## src/rtl/data_sync_tx.sv

```systemverilog
// Source-domain half of a bus-enable synchronizer: captures a word, holds it on
// unsync_bus and frames it with a level bus_enable (timed or four-phase ack).
module data_sync_tx #(
    parameter int BUS_WIDTH   = 8,
    parameter int NUM_STAGES  = 2,
    parameter int ACK_MODE    = 0,
    parameter int HOLD_CYCLES = 4,
    parameter int GAP_CYCLES  = 3
) (
    input  logic                 CLK,
    input  logic                 RST,
    input  logic [BUS_WIDTH-1:0] tx_data,
    input  logic                 tx_valid,
    output logic                 tx_ready,
    input  logic                 ack_async,
    output logic [BUS_WIDTH-1:0] unsync_bus,
    output logic                 bus_enable,
    output logic                 busy,
    output logic                 done,
    output logic [1:0]           dbg_state
);

    localparam int MAX_CNT = (HOLD_CYCLES > GAP_CYCLES) ? HOLD_CYCLES : GAP_CYCLES;
    localparam int CNT_W   = $clog2(MAX_CNT + 1);
    localparam logic [CNT_W-1:0] HOLD_LAST = CNT_W'(HOLD_CYCLES - 1);
    localparam logic [CNT_W-1:0] GAP_LAST  = CNT_W'(GAP_CYCLES - 1);

    // S_TAIL is the GAP window in timed mode and RELEASE in ack mode.
    typedef enum logic [1:0] {
        S_IDLE = 2'd0,
        S_LOAD = 2'd1,
        S_REQ  = 2'd2,
        S_TAIL = 2'd3
    } state_t;

    state_t                 r_state;
    logic [BUS_WIDTH-1:0]   r_bus;
    logic                   r_en;
    logic                   r_done;
    logic [CNT_W-1:0]       r_cnt;
    logic [NUM_STAGES-1:0]  r_ack_sync;

    state_t                 w_state_nxt;
    logic [BUS_WIDTH-1:0]   w_bus_nxt;
    logic                   w_en_nxt;
    logic                   w_done_nxt;
    logic [CNT_W-1:0]       w_cnt_nxt;
    logic                   w_ack_sync;

    assign w_ack_sync = r_ack_sync[NUM_STAGES-1];

    always_ff @(posedge CLK) begin
        if (RST) begin
            r_ack_sync <= '0;
        end else begin
            r_ack_sync <= {r_ack_sync[NUM_STAGES-2:0], ack_async};
        end
    end

    always_ff @(posedge CLK) begin
        if (RST) begin
            r_state <= S_IDLE;
            r_bus   <= '0;
            r_en    <= 1'b0;
            r_done  <= 1'b0;
            r_cnt   <= '0;
        end else begin
            r_state <= w_state_nxt;
            r_bus   <= w_bus_nxt;
            r_en    <= w_en_nxt;
            r_done  <= w_done_nxt;
            r_cnt   <= w_cnt_nxt;
        end
    end

    // Handshake: a word is taken on any edge where tx_valid && tx_ready;
    // the bus only changes on that edge, one full cycle before bus_enable rises.
    always_comb begin
        w_state_nxt = r_state;
        w_bus_nxt   = r_bus;
        w_en_nxt    = r_en;
        w_done_nxt  = 1'b0;
        w_cnt_nxt   = r_cnt;
        case (r_state)
            S_IDLE: begin
                if (tx_valid) begin
                    w_state_nxt = S_LOAD;
                    w_bus_nxt   = tx_data;
                end
            end
            S_LOAD: begin
                w_state_nxt = S_REQ;
                w_en_nxt    = 1'b1;
                w_cnt_nxt   = '0;
            end
            S_REQ: begin
                if (ACK_MODE != 0) begin
                    if (w_ack_sync) begin
                        w_state_nxt = S_TAIL;
                        w_en_nxt    = 1'b0;
                    end
                end else if (r_cnt == HOLD_LAST) begin
                    w_state_nxt = S_TAIL;
                    w_en_nxt    = 1'b0;
                    w_cnt_nxt   = '0;
                end else begin
                    w_cnt_nxt = r_cnt + CNT_W'(1);
                end
            end
            S_TAIL: begin
                if (ACK_MODE != 0) begin
                    if (!w_ack_sync) begin
                        w_state_nxt = S_IDLE;
                        w_done_nxt  = 1'b1;
                    end
                end else if (r_cnt == GAP_LAST) begin
                    w_state_nxt = S_IDLE;
                    w_done_nxt  = 1'b1;
                    w_cnt_nxt   = '0;
                end else begin
                    w_cnt_nxt = r_cnt + CNT_W'(1);
                end
            end
            default: begin
                w_state_nxt = S_IDLE;
            end
        endcase
    end

    assign tx_ready   = (r_state == S_IDLE) && !RST;
    assign busy       = (r_state != S_IDLE);
    assign unsync_bus = r_bus;
    assign bus_enable = r_en;
    assign done       = r_done;
    assign dbg_state  = r_state;

endmodule

```

## config.mk

```make
export PLATFORM = sky130hd
export DESIGN_NAME = data_sync_tx
export DESIGN_NICKNAME = d
export VERILOG_FILES = /design/src/rtl/data_sync_tx.sv
export SDC_FILE = /design/constraint.sdc
export NUM_CORES = 1
export LEC_CHECK = 0
export ABC_CLOCK_PERIOD_IN_PS = 1400
export CAP_MARGIN = 20
export CORE_UTILIZATION = 40
export DETAILED_ROUTE_END_ITERATION = 12
export PLACE_DENSITY = 0.74
export SETUP_SLACK_MARGIN = 0.3
export SYNTH_ARGS = -nofsm -noshare
export SYNTH_HDL_FRONTEND = slang
export SYNTH_SLANG_ARGS = --single-unit
```

## constraint.sdc

```tcl
create_clock -name CLK -period 1.4 [get_ports CLK]
set_input_delay 0.28 -clock CLK [delete_from_list [all_inputs] [get_ports CLK]]
set_output_delay 0.28 -clock CLK [all_outputs]
set_load 0.03 [all_outputs]
```

==> results of run 1 <==
[metrics by stage]
step / TNS, ns / setup slack (ns)
after global routing: -0.553 / -0.130
after detailed placement: -0.275 / -0.135
after global placement: -0.174 / -0.0765
after floorplan: -0.0109 / -0.0109
after CTS: -0.203 / -0.0833
final: -0.218 / -0.0663
[path summary, 6_finish.rpt]
| check | start | endpoint |
|---|---|---|
| worst max-delay path | dbg_state[0]$_SDFFE_PP0P_ | tx_ready |
| worst min-delay path | unsync_bus[2]$_SDFFE_PP0P_ | unsync_bus[2]$_SDFFE_PP0P_ |
| worst max register to register | dbg_state[1]$_SDFFE_PP0P_ | dbg_state[0]$_SDFFE_PP0P_ |
| worst min register to register | unsync_bus[2]$_SDFFE_PP0P_ | unsync_bus[2]$_SDFFE_PP0P_ |
[flip-flops by register name (all words and copies together) (netlist names)]
name,count
dbg_state,2
unsync_bus,8
done,1
bus_enable,1
r_cnt,3
[power by group]
part	switching (mW)	leakage [nW]	internal (mW)
registers	0.112	0.129	0.555
logic	0.921	0.471	0.922
clock network	0.137	0.0150	0.111
[worst max-delay path, delay by kind of cell (launching register included)]
family,cells,cell delay [ns]
fa+ha+maj,1,0.15
buf+inv,3,0.30
simple gates,1,0.09
flops,1,0.36
[Yosys cell counts (all sizes together)]
cell type	instances
a21oi	13
a221oi	2
and2b	1
buf	4
clkbuf	1
dfxtp	15
ha	10
inv	8
mux2	1
mux2i	2
nand2	11
nand2b	4
nand3	9
nand3b	1
nor2	2
nor2b	1
nor3b	2
o21bai	1
o22ai	1
or3	1
[final cells by class]
class / instances / share of cell area
clock buffer: 4 / 0.0174
inverter: 8 / 0.0274
multi-input combinational: 62 / 0.432
sequential: 15 / 0.216
tap: 25 / 0.0207
timing repair buffer: 44 / 0.286
[cells by family after synthesis]
logic type	Yosys count	synth area share
buffers and inverters	13	0.0785
AOI/OAI and AO/OA	17	0.143
muxes	3	0.0392
and+or+nand+nor	32	0.206
DFF	15	0.377
adders and majority gates	10	0.157
[routing by layer]
| layer | vias to the layer above | GRT usage |
|---|---|---|
| li1 | 390 | - |
| met5 | - | 0 |
| met4 | 0 | 0.0343 |
| met2 | 21 | 0.367 |
| met3 | 3 | 0.0627 |
| met1 | 385 | 0.250 |
[timing repair]
item | in CTS | in global routing
setup endpoints to repair | 27 | 25
gates resized for setup | 84 | 56
pin swaps | 2 | 14
hold endpoints to repair | 0 | 0
setup buffers | 7 | 5
==> results.cfg, run 1 <==
[status]
status = finished, violations left
violations = setup timing

[setup_path]
cp.arrival_ns = 1.19
required_ns = 1.12
cp-end-kind = output pin
cpMaxStageDelayCell = dfxtp_4
worstSetupPathType = flop to output pin
max_stage_delay_ns = 0.36
cp_cell_sequence = inv_4 -> ha_4 -> clkinvlp_4 -> nor2_4 -> buf_6
reg2reg_depth = 6
regToRegSetupSlack_ns = -0.05
cp_max_fo = 3
startpoint_type = flop

[finish]
layout.cells.non_filler = 158
antenna_cells = 0
multi_input_area_um2 = 652
areaGrowthSynthToFinish_pct = 89.3
design_area_um2 = 1510
finalCoreUtilization = 0.838
layout-drive-gt1-share = 0.684
fill_cells = 114
layout.nets = 156
final_common_cell = buf_4
seq_area_um2 = 327
final_cell_mix = 16 x buf_4, 15 x buf_6, 12 x a21oi_2, 9 x dfxtp_2, 9 x clkdlybuf4s50_1

[floorplan]
row_count = 15
start_util = 0.442
dieArea_um2 = 2170
die_h_um = 46.6
core_area_um2 = 1800
io_pins = 26
dieWidth_um = 46.6

[placement]
place_area_um2 = 1130
dp_hpwl_mm = 1.39
place_congestion = 0.753
placed_cells = 142
port_buffers = 24

[timing]
finalMaxSlewViolations = 0
max_slew_margin = 0.766
setup_ws_ns = -0.0663
fmax_mhz = 682
min_period_over_period = 1.05
fin_skew_ns = 0.00305
worst_pin_slew_ns = 0.351
setup_violations = 6
hold_violations = 0
rsz0062_at_grt = yes
whs_ns = 0.468
period_minus_slack_ns = 1.47

[power]
leakagePower_nw = 0.615
total_power_mw = 2.76
pwr_density_cell_nw_per_um2 = 1830
vdd.ir_drop.worst_mv = 1.41

[job]
maxCapViolations = 0

[global_routing]
track_usage = 0.208
grt_max_degree = 17
grt_pass1_wl_mm = 3.18
grt_overflow = 0
first_global_vias = 739
antenna_found_initial = 0

[clock_network]
htreeDepth = 1
clockRootBuffer = clkbuf_4
cts_buffers = 3
cts_buffer_depth = 2
cts_tree = built
clock_sinks = 15
clk_pin_slew_ns = 0.09
insertion_delay_ns = 0.29
cts_hold_buffers = 0

[logic_synthesis]
synth_cell_type_count = 24
synth_area_leader_cell = dfxtp_1
yosysSeqAreaShare = 0.377
syn_area_um2 = 797
synth_fp_nets = 112
ys_ff_latch = 15
syn-instance-count = 90
synth_top_cell_area_share = 0.377
syn_area_per_cell_um2 = 8.86
yosysWarnings = 0
synthTopCellsByArea = dfxtp_1 38%, ha_1 16%, a21oi_1 8.2%

[routing]
post_drt_via_cell_ratio = 5.06
drc = 0
met2_length_mm = 1.27
drt-total-wl_mm = 2.32
wl_per_cell_um = 14.7
drt-initial-drc-count = 11
dr.pass1.iters = 4
wl_met1_um = 919
vias = 799
wl_met3_um = 125
highest_layer = met4
ant_nets = 0

[min_path]
hold_path.class = flop to flop
worstHoldPathCells = 2
Note: power is estimated with default switching activity, not from simulation.
==> inputs of run 2 (changes only) <==
Settings changed: ABC_CLOCK_PERIOD_IN_PS 1400 to unset.
==> results of run 2 <==
The final DEF is identical to that of run 1; final timing and power are the same.
